## config.mk

```make
export PLATFORM = sky130hd
export DESIGN_NAME = avalon_st_arbiter_flat
export DESIGN_NICKNAME = d
export VERILOG_FILES = /design/src/rtl/avalon_st_arbiter_pkg.sv /design/src/rtl/avalon_st_arbiter_if.sv /design/src/rtl/avalon_st_arbiter_rr_pick.sv /design/src/rtl/avalon_st_arbiter.sv /design/src/flat_wrapper.sv
export SDC_FILE = /design/constraint.sdc
export NUM_CORES = 1
export LEC_CHECK = 0
export ABC_AREA = 1
export CORE_UTILIZATION = 41
export CTS_CLUSTER_SIZE = 28
export DETAILED_ROUTE_END_ITERATION = 6
export HOLD_SLACK_MARGIN = 0.02
export PLACE_DENSITY = 0.8
export SYNTH_ARGS = -nofsm -noshare
export SYNTH_HDL_FRONTEND = slang
export SYNTH_HIERARCHICAL = 1
export SYNTH_SLANG_ARGS = --single-unit
```

## constraint.sdc

```tcl
create_clock -name clk -period 1.45 [get_ports clk]
set_input_delay 0.145 -clock clk [delete_from_list [all_inputs] [get_ports clk]]
set_output_delay 0.145 -clock clk [all_outputs]
set_load 0.05 [all_outputs]
```

## src/rtl/avalon_st_arbiter_pkg.sv

```systemverilog
// Shared state encodings and Avalon-ST constants
// for the round-robin stream arbiter.
package avalon_st_arbiter_pkg;

  typedef enum logic {
    ST_IDLE  = 1'b0,
    ST_GRANT = 1'b1
  } state_t;

  localparam int READY_LATENCY = 0;

  function automatic int cnt_width(input int burst_len);
    return $clog2(burst_len) + 1;
  endfunction

endpackage

```

## src/rtl/avalon_st_arbiter_if.sv

```systemverilog
// Source-side and sink-side Avalon-ST bundle
// around the round-robin arbiter.
interface avalon_st_arbiter_if #(
  parameter int N_SRC  = 3,
  parameter int DATA_W = 8
) ();

  logic [N_SRC-1:0]        src_valid;
  logic [N_SRC*DATA_W-1:0] src_data;
  logic [N_SRC-1:0]        src_ready;
  logic                    out_ready;
  logic                    out_valid;
  logic [DATA_W-1:0]       out_data;
  logic [N_SRC-1:0]        grant;
  logic                    busy;

  modport slave (
    input  src_valid,
    input  src_data,
    input  out_ready,
    output src_ready,
    output out_valid,
    output out_data,
    output grant,
    output busy
  );

  modport master (
    output src_valid,
    output src_data,
    output out_ready,
    input  src_ready,
    input  out_valid,
    input  out_data,
    input  grant,
    input  busy
  );

endinterface

```

## src/rtl/avalon_st_arbiter_rr_pick.sv

```systemverilog
// Combinational round-robin picker: first request
// after the one-hot last winner, wrapping around.
module avalon_st_arbiter_rr_pick #(
  parameter int N_SRC = 3
) (
  input  logic [N_SRC-1:0] req,
  input  logic [N_SRC-1:0] last,
  output logic [N_SRC-1:0] sel,
  output logic             any
);

  localparam int IW = $clog2(N_SRC);

  logic [IW-1:0] lidx;

  always_comb begin
    lidx = '0;
    for (int i = 0; i < N_SRC; i++) begin
      if (last[i]) lidx = IW'(i);
    end
  end

  always_comb begin
    logic          found;
    logic [IW-1:0] j;
    sel   = '0;
    found = 1'b0;
    j     = '0;
    for (int i = 1; i <= N_SRC; i++) begin
      j = IW'((int'(lidx) + i) % N_SRC);
      if (!found && req[j]) begin
        sel[j] = 1'b1;
        found  = 1'b1;
      end
    end
  end

  assign any = |req;

endmodule

```

## src/rtl/avalon_st_arbiter.sv

```systemverilog
// Round-robin Avalon-ST arbiter: N sources share one
// sink in bursts of up to BURST_LEN beats.
module avalon_st_arbiter #(
  parameter int N_SRC     = 3,
  parameter int DATA_W    = 8,
  parameter int BURST_LEN = 4
) (
  input logic               clk,
  input logic               resetn,
  avalon_st_arbiter_if.slave bus
);

  import avalon_st_arbiter_pkg::*;

  localparam int CW = cnt_width(BURST_LEN);
  localparam logic [CW-1:0] CNT_LAST = CW'(BURST_LEN - 1);
  localparam logic [N_SRC-1:0] LAST_RST =
    {1'b1, {(N_SRC-1){1'b0}}};

  state_t            state_q, state_d;
  logic [N_SRC-1:0]  grant_q, grant_d;
  logic [N_SRC-1:0]  last_q, last_d;
  logic [CW-1:0]     cnt_q, cnt_d;
  logic [N_SRC-1:0]  sel;
  logic              any;
  logic              in_grant;
  logic              g_valid;
  logic              beat;
  logic [DATA_W-1:0] g_data;

  avalon_st_arbiter_rr_pick #(
    .N_SRC(N_SRC)
  ) u_rr_pick (
    .req (bus.src_valid),
    .last(last_q),
    .sel (sel),
    .any (any)
  );

  always_comb begin
    g_data = '0;
    for (int i = 0; i < N_SRC; i++) begin
      if (grant_q[i])
        g_data = g_data | bus.src_data[i*DATA_W +: DATA_W];
    end
  end

  assign in_grant = (state_q == ST_GRANT);
  assign g_valid  = |(bus.src_valid & grant_q);
  assign beat     = in_grant & g_valid & bus.out_ready;

  assign bus.out_valid = in_grant & g_valid;
  assign bus.out_data  = in_grant ? g_data : '0;
  assign bus.src_ready =
    (in_grant && bus.out_ready) ? grant_q : '0;
  assign bus.grant     = grant_q;
  assign bus.busy      = in_grant;

  always_comb begin
    state_d = state_q;
    grant_d = grant_q;
    last_d  = last_q;
    cnt_d   = cnt_q;
    unique case (state_q)
      ST_IDLE: begin
        if (any) begin
          grant_d = sel;
          cnt_d   = '0;
          state_d = ST_GRANT;
        end
      end
      ST_GRANT: begin
        // An idle granted source gives up the sink at once
        if (!g_valid || (beat && cnt_q == CNT_LAST)) begin
          state_d = ST_IDLE;
          grant_d = '0;
          last_d  = grant_q;
          cnt_d   = '0;
        end else if (beat) begin
          cnt_d = cnt_q + 1'b1;
        end
      end
      default: state_d = ST_IDLE;
    endcase
  end

  always_ff @(posedge clk) begin
    if (!resetn) begin
      state_q <= ST_IDLE;
      grant_q <= '0;
      last_q  <= LAST_RST;
      cnt_q   <= '0;
    end else begin
      state_q <= state_d;
      grant_q <= grant_d;
      last_q  <= last_d;
      cnt_q   <= cnt_d;
    end
  end

endmodule

```

## src/flat_wrapper.sv

```systemverilog
// flat-port wrapper written by rule: the top's interface ports become plain ports
module avalon_st_arbiter_flat import avalon_st_arbiter_pkg::*;
#(
  parameter int N_SRC     = 3,
  parameter int DATA_W    = 8,
  parameter int BURST_LEN = 4
)
  (clk, resetn, bus_src_valid, bus_src_data, bus_out_ready, bus_src_ready, bus_out_valid, bus_out_data, bus_grant, bus_busy);
  avalon_st_arbiter_if #(.N_SRC(N_SRC), .DATA_W(DATA_W)) bus_i ();
  input logic clk;
  input logic resetn;
  input wire logic [$bits(bus_i.src_valid)-1:0] bus_src_valid;
  input wire logic [$bits(bus_i.src_data)-1:0] bus_src_data;
  input wire logic [$bits(bus_i.out_ready)-1:0] bus_out_ready;
  output wire logic [$bits(bus_i.src_ready)-1:0] bus_src_ready;
  output wire logic [$bits(bus_i.out_valid)-1:0] bus_out_valid;
  output wire logic [$bits(bus_i.out_data)-1:0] bus_out_data;
  output wire logic [$bits(bus_i.grant)-1:0] bus_grant;
  output wire logic [$bits(bus_i.busy)-1:0] bus_busy;
  assign bus_i.src_valid = bus_src_valid;
  assign bus_i.src_data = bus_src_data;
  assign bus_i.out_ready = bus_out_ready;
  assign bus_src_ready = bus_i.src_ready;
  assign bus_out_valid = bus_i.out_valid;
  assign bus_out_data = bus_i.out_data;
  assign bus_grant = bus_i.grant;
  assign bus_busy = bus_i.busy;
  avalon_st_arbiter #(.N_SRC(N_SRC), .DATA_W(DATA_W), .BURST_LEN(BURST_LEN)) u_core (.clk(clk), .resetn(resetn), .bus(bus_i));
endmodule
```

==> results_dict.tcl <==
set metrics [dict create \
    status "finished, final reports clean" \
    drc 0 \
    critPathLaunchType "register" \
    crit_start "u_core/bus.grant[1]$_SDFFE_PN0P_" \
    cts_buffer_depth 2 \
    hp-class "in -> reg" \
    worst_pin_slew_ps 295 \
    hold_viol_final 0 \
    critPathMaxFanout 11 \
    crit_arrival_ps 1260 \
    r2r_start "u_core/last_q[1]$_SDFFE_PN0P_" \
    initial_core_util_pct 43.6 \
    vias_per_cell 5.04 \
    area_delta_synth_final_pct 80.3 \
    max_freq_ghz 0.710 \
    clk_latency_ps 270 \
    vias 1246 \
    dieArea_mm2 0.00255 \
    coreArea_mm2 0.00221 \
    die_w_um 50.5 \
    fin_nets 252 \
    grt_pass1_vias 1197 \
    cp-end-kind "output port" \
    wl_per_cell_um 11.4 \
    whs_ps 406 \
    drive_gt1_share_pct 27.9 \
    synthCells 167 \
    gr-total-overflow 0 \
    fin_worst_skew_ps 9.67 \
    syn_area_um2 965 \
    maxCapViolations 0 \
    p_total_mw 1.18 \
    dp.final_hpwl_mm 2.19 \
    fin_area_mm2 0.00174 \
    cts_tree "built" \
    place_congestion 0.846 \
    synth_nets 199 \
    clk_pin_slew_ps 70 \
    placed_cell_area_mm2 0.00166 \
    clock-root-buffer "clkbuf_4" \
    ios 46 \
    drtAntennaViolNets 0 \
    ys_warn_count 6 \
    diodes 0 \
    cts.sinks 9 \
    final_cells 247 \
    grt_max_degree 17 \
    htreeDepth 1 \
    rows 17 \
    dr.pass1.iters 4 \
    port_buffers 45 \
    period_share_pct 97.2 \
    critical_path_class "reg -> out" \
    antenna_found_initial 0 \
    fin_crit_ps 1410 \
    ir_drop_mv 0.483 \
    numPlacedInstances 239 \
    cts_made_buffers 3 \
    min_from "bus_src_valid[2]" \
    p_leak_nw 0.852 \
    groute.usage.overall_pct 23.7 \
    power.density_mw_per_mm2 677 \
    critPathRequiredTime_ps 1310 \
    routed_wl_mm 2.82 \
    finalSetupViolations 0 \
    holdBufCountCts 0 \
    die_y_um 50.5 \
    grt_pass1_wl_mm 4.64 \
    slew-limit-headroom_pct 80.3 \
    avgSynthCellArea_um2 5.78 \
    drt_iter0_drc 20 \
    slew_violations 0 \
]
## report_power, final
group	leakage, nW	switching, mW	total [mW]	internal [mW]
logic	0.760	0.348	0.660	0.312
registers	0.0762	0.0429	0.315	0.272
clock network	0.0150	0.0962	0.203	0.106
## through the flow
stage / TNS [ps] / util (%) / worst slack, ps
2_1_floorplan: 0 / - / 71.6
3_3_place_gp: -64.0 / 74.8 / -23.7
3_5_place_dp: -433 / 74.8 / -101
4_1_cts: 0 / 76.4 / 6.68
5_1_grt: -6.42 / 78.6 / -6.42
6_report: 0 / 78.6 / 41.1
## cell usage in the layout (no fill, tap or decap), drive strengths merged
cell	instances
o21ai	2
a21oi	4
nor2	15
nor3	1
nand2	69
dfxtp	9
buf	25
o211ai	1
clkdlybuf4s50	27
nand3	23
clkbuf	4
inv	30
nand4	5
ha	2
dlymetal6s2s	2
## worst paths after layout
kind         slack (ps)                                to  depth (start not counted)
max                  40                     bus_out_valid                          5
min                 410  u_core/bus.grant[2]$_SDFFE_PN0P_                          5
max reg2reg         110  u_core/bus.grant[1]$_SDFFE_PN0P_                          8
min reg2reg         590      u_core/cnt_q[1]$_SDFFE_PN0P_                          4
## layer usage
metal  vias up  track usage [%]  part of all wire, %
met1       560             23.6                   37
met2        60             44.9                   52
li1        620                -                    -
met4         0             10.2                  1.6
met3         6             6.67                  9.4
met5         -                0                    0
## worst max-delay path, cell delays in order (launching register included)
cell     delay [ps]
dfxtp_4         420
nand2_1          80
nand3_2         140
nand2_2         100
inv_1           110
buf_12          140
## registers in the layout (all words and copies together) (netlist names)
name / flops
u_core/bus.grant: 3
u_core/cnt_q: 3
u_core/last_q: 2
u_core/bus.busy: 1
## area by class of cell
class | count | area (µm²)
timing repair buffer | 54 | 721
multi-input combinational | 122 | 652
fill | 155 | 473
sequential | 9 | 193
inverter | 30 | 113
tap | 28 | 35.0
clock buffer | 4 | 26.3
## timing repair
action / CTS / global route
gates resized for setup: 3 / 3
endpoints found under the setup margin: 4 / 2
buffers inserted: 0 / 4
gates cloned: 0 / 0
No activity file was read; power rests on OpenSTA's default activity.
